### src/rtl/regfile.sv
// Integer register file: one write port from writeback, two write-first bypassed
// read ports captured into ID/EX operand registers, plus debug read and write counter.
module regfile #(
    parameter int              XLEN    = 32,
    parameter logic [XLEN-1:0] SP_INIT = '0,
    parameter int              CNT_W   = 32
) (
    input  logic              clk,
    input  logic              rst,
    input  logic              keep,
    input  logic              nop,
    input  logic [4:0]        read_addr1,
    input  logic [4:0]        read_addr2,
    input  logic              Regwrite,
    input  logic [4:0]        write_reg_address,
    input  logic [XLEN-1:0]   write_reg_data,
    output logic [XLEN-1:0]   rs1_data_pype1,
    output logic [XLEN-1:0]   rs2_data_pype1,
    input  logic [4:0]        dbg_addr,
    output logic [XLEN-1:0]   dbg_data,
    output logic [CNT_W-1:0]  write_count
);

    // x0 is hard-wired zero, so storage starts at x1.
    logic [XLEN-1:0]  regs_q [1:31];
    logic [XLEN-1:0]  regs_d [1:31];
    logic [XLEN-1:0]  rs1_q, rs1_d;
    logic [XLEN-1:0]  rs2_q, rs2_d;
    logic [CNT_W-1:0] cnt_q, cnt_d;
    logic [XLEN-1:0]  rd1, rd2;
    logic             commit;

    always_comb begin
        commit = Regwrite && (write_reg_address != 5'd0);

        regs_d = regs_q;
        if (commit) begin
            regs_d[write_reg_address] = write_reg_data;
        end
        cnt_d = commit ? cnt_q + CNT_W'(1) : cnt_q;

        // Write-first bypass: an operand read in the same cycle as a write sees the new data.
        rd1 = '0;
        if (read_addr1 != 5'd0) begin
            if (Regwrite && (write_reg_address == read_addr1)) rd1 = write_reg_data;
            else                                              rd1 = regs_q[read_addr1];
        end
        rd2 = '0;
        if (read_addr2 != 5'd0) begin
            if (Regwrite && (write_reg_address == read_addr2)) rd2 = write_reg_data;
            else                                              rd2 = regs_q[read_addr2];
        end

        // keep outranks nop so a stalled bubble is not lost.
        if (keep) begin
            rs1_d = rs1_q;
            rs2_d = rs2_q;
        end else if (nop) begin
            rs1_d = '0;
            rs2_d = '0;
        end else begin
            rs1_d = rd1;
            rs2_d = rd2;
        end

        dbg_data = '0;
        if (dbg_addr != 5'd0) begin
            dbg_data = regs_q[dbg_addr];
        end
    end

    always_ff @(posedge clk) begin
        if (!rst) begin
            for (int i = 1; i < 32; i++) begin
                regs_q[i] <= (i == 2) ? SP_INIT : '0;
            end
            rs1_q <= '0;
            rs2_q <= '0;
            cnt_q <= '0;
        end else begin
            regs_q <= regs_d;
            rs1_q  <= rs1_d;
            rs2_q  <= rs2_d;
            cnt_q  <= cnt_d;
        end
    end

    assign rs1_data_pype1 = rs1_q;
    assign rs2_data_pype1 = rs2_q;
    assign write_count    = cnt_q;

endmodule
### config.mk
export PLATFORM = sky130hd
export DESIGN_NAME = regfile
export DESIGN_NICKNAME = d
export VERILOG_FILES = /design/src/rtl/regfile.sv
export SDC_FILE = /design/constraint.sdc
export NUM_CORES = 2
export LEC_CHECK = 0
export CAP_MARGIN = 20
export CELL_PAD_IN_SITES_DETAIL_PLACEMENT = 1
export CELL_PAD_IN_SITES_GLOBAL_PLACEMENT = 1
export CORE_MARGIN = 2
export CORE_UTILIZATION = 25
export CTS_BUF_LIST = sky130_fd_sc_hd__clkbuf_8
export DETAILED_ROUTE_END_ITERATION = 12
export GPL_ROUTABILITY_DRIVEN = 0
export PLACE_DENSITY = 0.53
export SKIP_LAST_GASP = 1
export SYNTH_ARGS = -nofsm -noshare
export SYNTH_HDL_FRONTEND = slang
export SYNTH_SLANG_ARGS = --single-unit
### constraint.sdc
create_clock -name clk -period 3.8 [get_ports clk]
set_input_delay 0.38 -clock clk [delete_from_list [all_inputs] [get_ports clk]]
set_output_delay 0.38 -clock clk [all_outputs]
set_load 0.02 [all_outputs]
Word level (Yosys, flattened, before mapping):

Cells that the tools add are included.

* order comparisons: 5
* reduce and logical (&&, ||, !) cells: 8
* bitwise operators: 4
* muxes and demuxes: 19
* divide/modulo/power cells: 0
* shift operators: 0
* multiply operators: 0
* eq/ne operators: 2
* $add $sub $neg: 1

Operators with widths (number)
* 992-bit bitwise mux: 1
* 32-bit binary-select mux with 5-bit select: 3
* 32-bit 2-to-1 mux: 14
* 32-bit demux with 5-bit select: 1
* 32-bit by 1-bit adder with 32-bit output, second input constant: 1
* 6-bit >= comparator, second input constant: 4
* 5-bit inverter with 6-bit output: 4
* 5-bit nonzero test: 4
* 5-bit == test: 2
* 6-bit by 1-bit less-than comparator with 1-bit output, second input constant: 1
* 1-bit logical AND: 4

* memories kept: 0
* input bits: 57
* bits in registers: 1088
* bits in writable memories: 0
* bits in read-only memories: 0
* latch bits: 0

Logic depth before layout (Yosys ltp):

* depth in word-level cells: 7
* depth in mapped cells: 10
* mapped depth without buffers: 5

Least setup slack after synthesis:

OpenSTA, ideal clock, no wires.

* path type: input port to output port
* from: in dbg_addr[0]
* to: out dbg_data[19]
* path buffers: 6
* required time: 3.420 ns
* arrival: 2.704 ns
* path slack: 0.716 ns
* cell stages on the path: 8
* path through: buf_4 -> buf_4 -> buf_4 -> buf_4 -> buf_4 -> buf_2 -> a221oi_1 -> a2111oi_0

* longest elaborated chain between the ends: 5
* elaborated cells between the ends (all ways): 6
* classes of those cells: 4 x mux; 1 x bitwise; 1 x reduce/logical

Ends and longest elaborated chain
* start, declared: RTL line 19 `input logic [4:0] dbg_addr,`
* 5-bit inverter with 6-bit output (not written as such): RTL line 68 `dbg_data = regs_q[dbg_addr];`
* 32-bit binary-select mux with 5-bit select: RTL line 68
* 32-bit 2-to-1 mux (not written as such) (2 in a row): RTL line 68
* 32-bit 2-to-1 mux *: RTL line 67 `if (dbg_addr != 5'd0) begin`
* end, declared: RTL line 20 `output logic [XLEN-1:0] dbg_data,`

Mark *: on every way between the ends. The rest lies on a longest branch, timed or not. The select of a mux whose other input is x is not followed.

Worst setup path after layout:

* from: reg regs_q[163] (netlist bit)
* to: out dbg_data[3]

* longest elaborated chain between the ends: 4

Ends and longest elaborated chain
* start, declared: RTL line 25 `logic [XLEN-1:0] regs_q [1:31];`
* start signal, assigned by index: RTL line 75 `regs_q[i] <= (i == 2) ? SP_INIT : '0;`
* start signal, assigned: RTL line 81 `regs_q <= regs_d;`
* 32-bit binary-select mux with 5-bit select: RTL line 68
* 32-bit 2-to-1 mux (not written as such) (2 in a row): RTL line 68
* 32-bit 2-to-1 mux: RTL line 67

Every way passes these cells. The select of a mux whose other input is x is not followed.

==> summary.md <==
| Metric | Value |
|---|---|
| Worst hold path class | in2reg |
| Fin. max-slew vios | 0 |
| Fin crit share | 0.992 |
| Crit path from | regs_q[163] |
| Post-route minimum period | roughly 3.8 ns |
| Syn nets | between 6000 and 7000 |
| Initial DRC count | 7106 |
| First-pass GRT wire length | 504000 µm |
| Outcome | complete, no violations |
| Cells after Synth | 6886 |
| Synth Area in Adders | 0.000201 |
| Synth Area in Compound Gates | 0.147 |
| Most frequently used flop master after synthesis | dfxtp_1 |
| Asr flop ratio synth | 0 |
| EDFF count, synth | 0 |
| Core Region | 0.248 mm² |
| Endpoint type of the worst setup path | output pin |
| DR pass1 iterations | 6 |
| Worst path cell trace | mux4_2, mux4_2, nor2b_1, nor4_1, buf_4, buf_12 |
| Yosys warns | 0 |
| Die Y | 503 µm |
| Final setup violation count | 0 |
| Placed Area | 0.0697 mm² |
| Least-Margin Pin Slew | roughly 1.2 ns |
| Power consumption | 26.9 mW |
| Vias per inst | 5.92 |
| Port bufs | 184 |
| Avg Cell Area, Syn | 9.02 µm² |
| CTS HTree Levels | 4 |
| Final WL | approximately 370000 µm |
| CTS tree | yes |
| Cell area after layout | 0.0737 mm² |
| Die ar. | 0.253 mm² |
| Clk_skew | 0.0498 ns |
| CTS sink cnt | 1088 |
| DP HPWL | 241000 µm |
| Die width | 503 µm |
| Initial antenna violation count | 23 |
| Clock tree buffer depth | 3 |
| Largest net degree at the start of global routing | between 80 and 90 |
| Maximum clock frequency | roughly 270 MHz |
| XOR/XNOR share of the synthesized area | 0.00409 |
| Clock Latency Late Sink | 1.02 ns |
| Clock slew at reported path FFs | 0.06 ns |
| CP max stage delay | 0.90 ns |
| Setup_tns | 0 ns |
| Pwr Density | 365 mW/mm² |
| CTS Buf Count | roughly 200 |
| CP Capture Point | dbg_data[3] |
| Share of layout cells above drive strength 1 | 0.237 |
| DRC viols | 0 |
| Initial Utilization | 0.251 |
| R2r startpoint | write_count[10] |
| Synth Register Bits | 1088 |
| Sequential share of the synthesized area | 0.351 |
| I/O Pins | approximately 190 |
| Vias in the first global route | 61000 |
| Yosys top cell by area | dfxtp_1 |
| Slowest cell on crit path | nor4_1 |
| Worst reg2reg endpoint | write_count[27] |
| Cell mode on critical path | mux4_2 |
| Synth unique cells | 57 |
| CP arrival | between 3 and 4 ns |
| Final hold violation count | 0 |
| RSZ-0062 raised after global routing | false |
| Area delta synth->final | 18.7% |
| CP Data Required Time | about 3.4 ns |
| Rows | around 180 |
| VDD IR max | roughly 330 µV |
| CP max FO | 4 |
| Mapped cell area | 0.0621 mm² |
| LEAKAGE | 23.8 nW |
| Yosys top cell area share | 0.351 |
| Fin nets | 6997 |
| Total Routing Usage GR | 0.283 |
| DR WL/cell | 35.1 µm |
| Reg2reg path depth | 5 |
| Reg2Reg Setup Slack | 1.49 ns |
| Grt ovf | 0 |
| Relative slew slack | 0.210 |
| Post-synthesis simple-gate area fraction | 0.160 |
| Synth area leaders | dfxtp_1, mux4_2, nand2_1, a21oi_1, mux2_2 |
| Crit Path Class | reg2out |
| Critical Path Source Type | flop |
| Non-filler cells, final | 10400 |
| MaxCap Viol Count | 0 |
| CTS Root Cell | clkbuf_8 |
| Mux share of post-synthesis cell area | 0.288 |
| Post-route ant nets | 0 |
| Total number of vias | 61700 |
| Placed insts | slightly above 10000 |
| Main combinational cell family by area after synthesis | multiplexers |
[routing by layer]
metal	part of all wire	vias to the layer above	GRT usage	wire length [µm]
met1	0.38	32100	0.347	140000
met4	0.081	16	0.199	29700
met5	0.00029	-	0	105
li1	-	25100	-	-
met3	0.086	1053	0.0627	31400
met2	0.45	3512	0.442	165000
[area by class of cell]
type,count,area (µm²)
Sequential cell,1088,21800
Inverter,12,52.6
Timing Repair Buffer,600,6140
Multi-Input combinational cell,5040,37600
Clock inverter,101,557
Clock buffer,250,3440
Tap cell,3330,4170
Fill cell,28400,174000
Antenna cell,6,15.0
[state kept, by name, indices dropped and copies added (netlist names)]
name / cells
rs1_data_pype1: 32
regs_q: 992
write_count: 32
rs2_data_pype1: 32
[worst max-delay path: cells and delay by family, from the launching register on]
kind                   cells  cell delay, ns
and+or+nand+nor            2            1.01
DFF                        1            0.42
buffers and inverters      2            0.41
muxes                      2            0.51
[synthesized netlist by cell type (17+ instances only)]
cell type  number
a2111oi_0      39
a211oi_1       32
a21oi_1      1019
a221oi_1       74
a22o_1         22
a22oi_1        20
buf_1          33
buf_2         147
buf_4          24
clkbuf_1      537
dfxtp_1      1088
mux2_2        186
mux2i_1       108
mux4_2        653
nand2_1      2117
nand3_1        23
nor2_1        168
nor2b_1        17
nor3_1         34
nor4_1         47
o21ai_0        68
o221ai_1       34
o22ai_1       148
o311ai_0       24
or3_1          20
xnor2_1        25
[power breakdown]
part	internal, mW	switching (mW)	total, mW
registers	11.5	0.148	11.7
clock network	6.10	5.72	11.8
logic	1.09	2.33	3.42
[worst min path at each step]
stage | startpoint | to | slack, ns | cells past startpoint
final | write_reg_data[5] | regs_q[5] | 0.06 | 3
after global routing | write_reg_data[5] | regs_q[5] | 0.09 | 3
after CTS | write_reg_data[1] | regs_q[1] | 0.16 | 4
after detailed placement | regs_q[452] | regs_q[452] | 0.47 | 2
after global placement | regs_q[908] | regs_q[908] | 0.46 | 2
after floorplan | regs_q[896] | regs_q[896] | 0.45 | 2
[placed cells by master (no fill, tap or decap), types with 20 or more instances in the layout]
cell | netlist | final
a2111oi_0 | 39 | 38
mux2i_1 | 108 | 108
nand2_2 | 0 | 33
a22oi_1 | 20 | 20
a22o_1 | 22 | 22
or3_1 | 20 | 20
a21oi_1 | 1019 | 1019
nand2_1 | 2117 | 2083
o21ai_0 | 68 | 68
o22ai_1 | 148 | 148
o221ai_1 | 34 | 34
dfxtp_1 | 1088 | 1088
nor2_1 | 168 | 135
a211oi_1 | 32 | 32
nor3_1 | 34 | 34
clkdlybuf4s50_1 | 0 | 141
mux2_2 | 186 | 186
mux4_2 | 653 | 653
nor2_4 | 0 | 31
clkbuf_8 | 0 | 250
o311ai_0 | 24 | 24
nand3_1 | 23 | 23
a221oi_1 | 74 | 74
inv_1 | 11 | 78
xnor2_1 | 25 | 25
buf_4 | 24 | 346
nor4_1 | 47 | 45
buf_12 | 0 | 97
[cells by family after synthesis]
kind of cell             count (synthesis)
buffers and inverters                  758
adder cells (fa/ha/maj)                  1
multiplexers                           947
AND/OR/NAND/NOR                       2506
flip-flops                            1088
AO/OA/AOI/OAI                         1557
XOR/XNOR                                29
[stage by stage]
| step | hold slack, ns | util | setup WS [ns] |
|---|---|---|---|
| after floorplan | 0.452 | - | 0.716 |
| after global placement | 0.464 | 0.281 | 0.186 |
| after detailed placement | 0.474 | 0.281 | 0.231 |
| after CTS | 0.160 | 0.297 | 0.00906 |
| after global routing | 0.0923 | 0.297 | 0.0354 |
| final | 0.0606 | 0.297 | 0.0314 |
[timing repair]
item                                   CTS  global route
setup endpoints to repair                1             0
endpoints found under the hold margin   39             0
hold buffers                             3             0
buffers inserted                         0             0
gates resized for setup                  1             0
(Power assumes the default switching activity.)
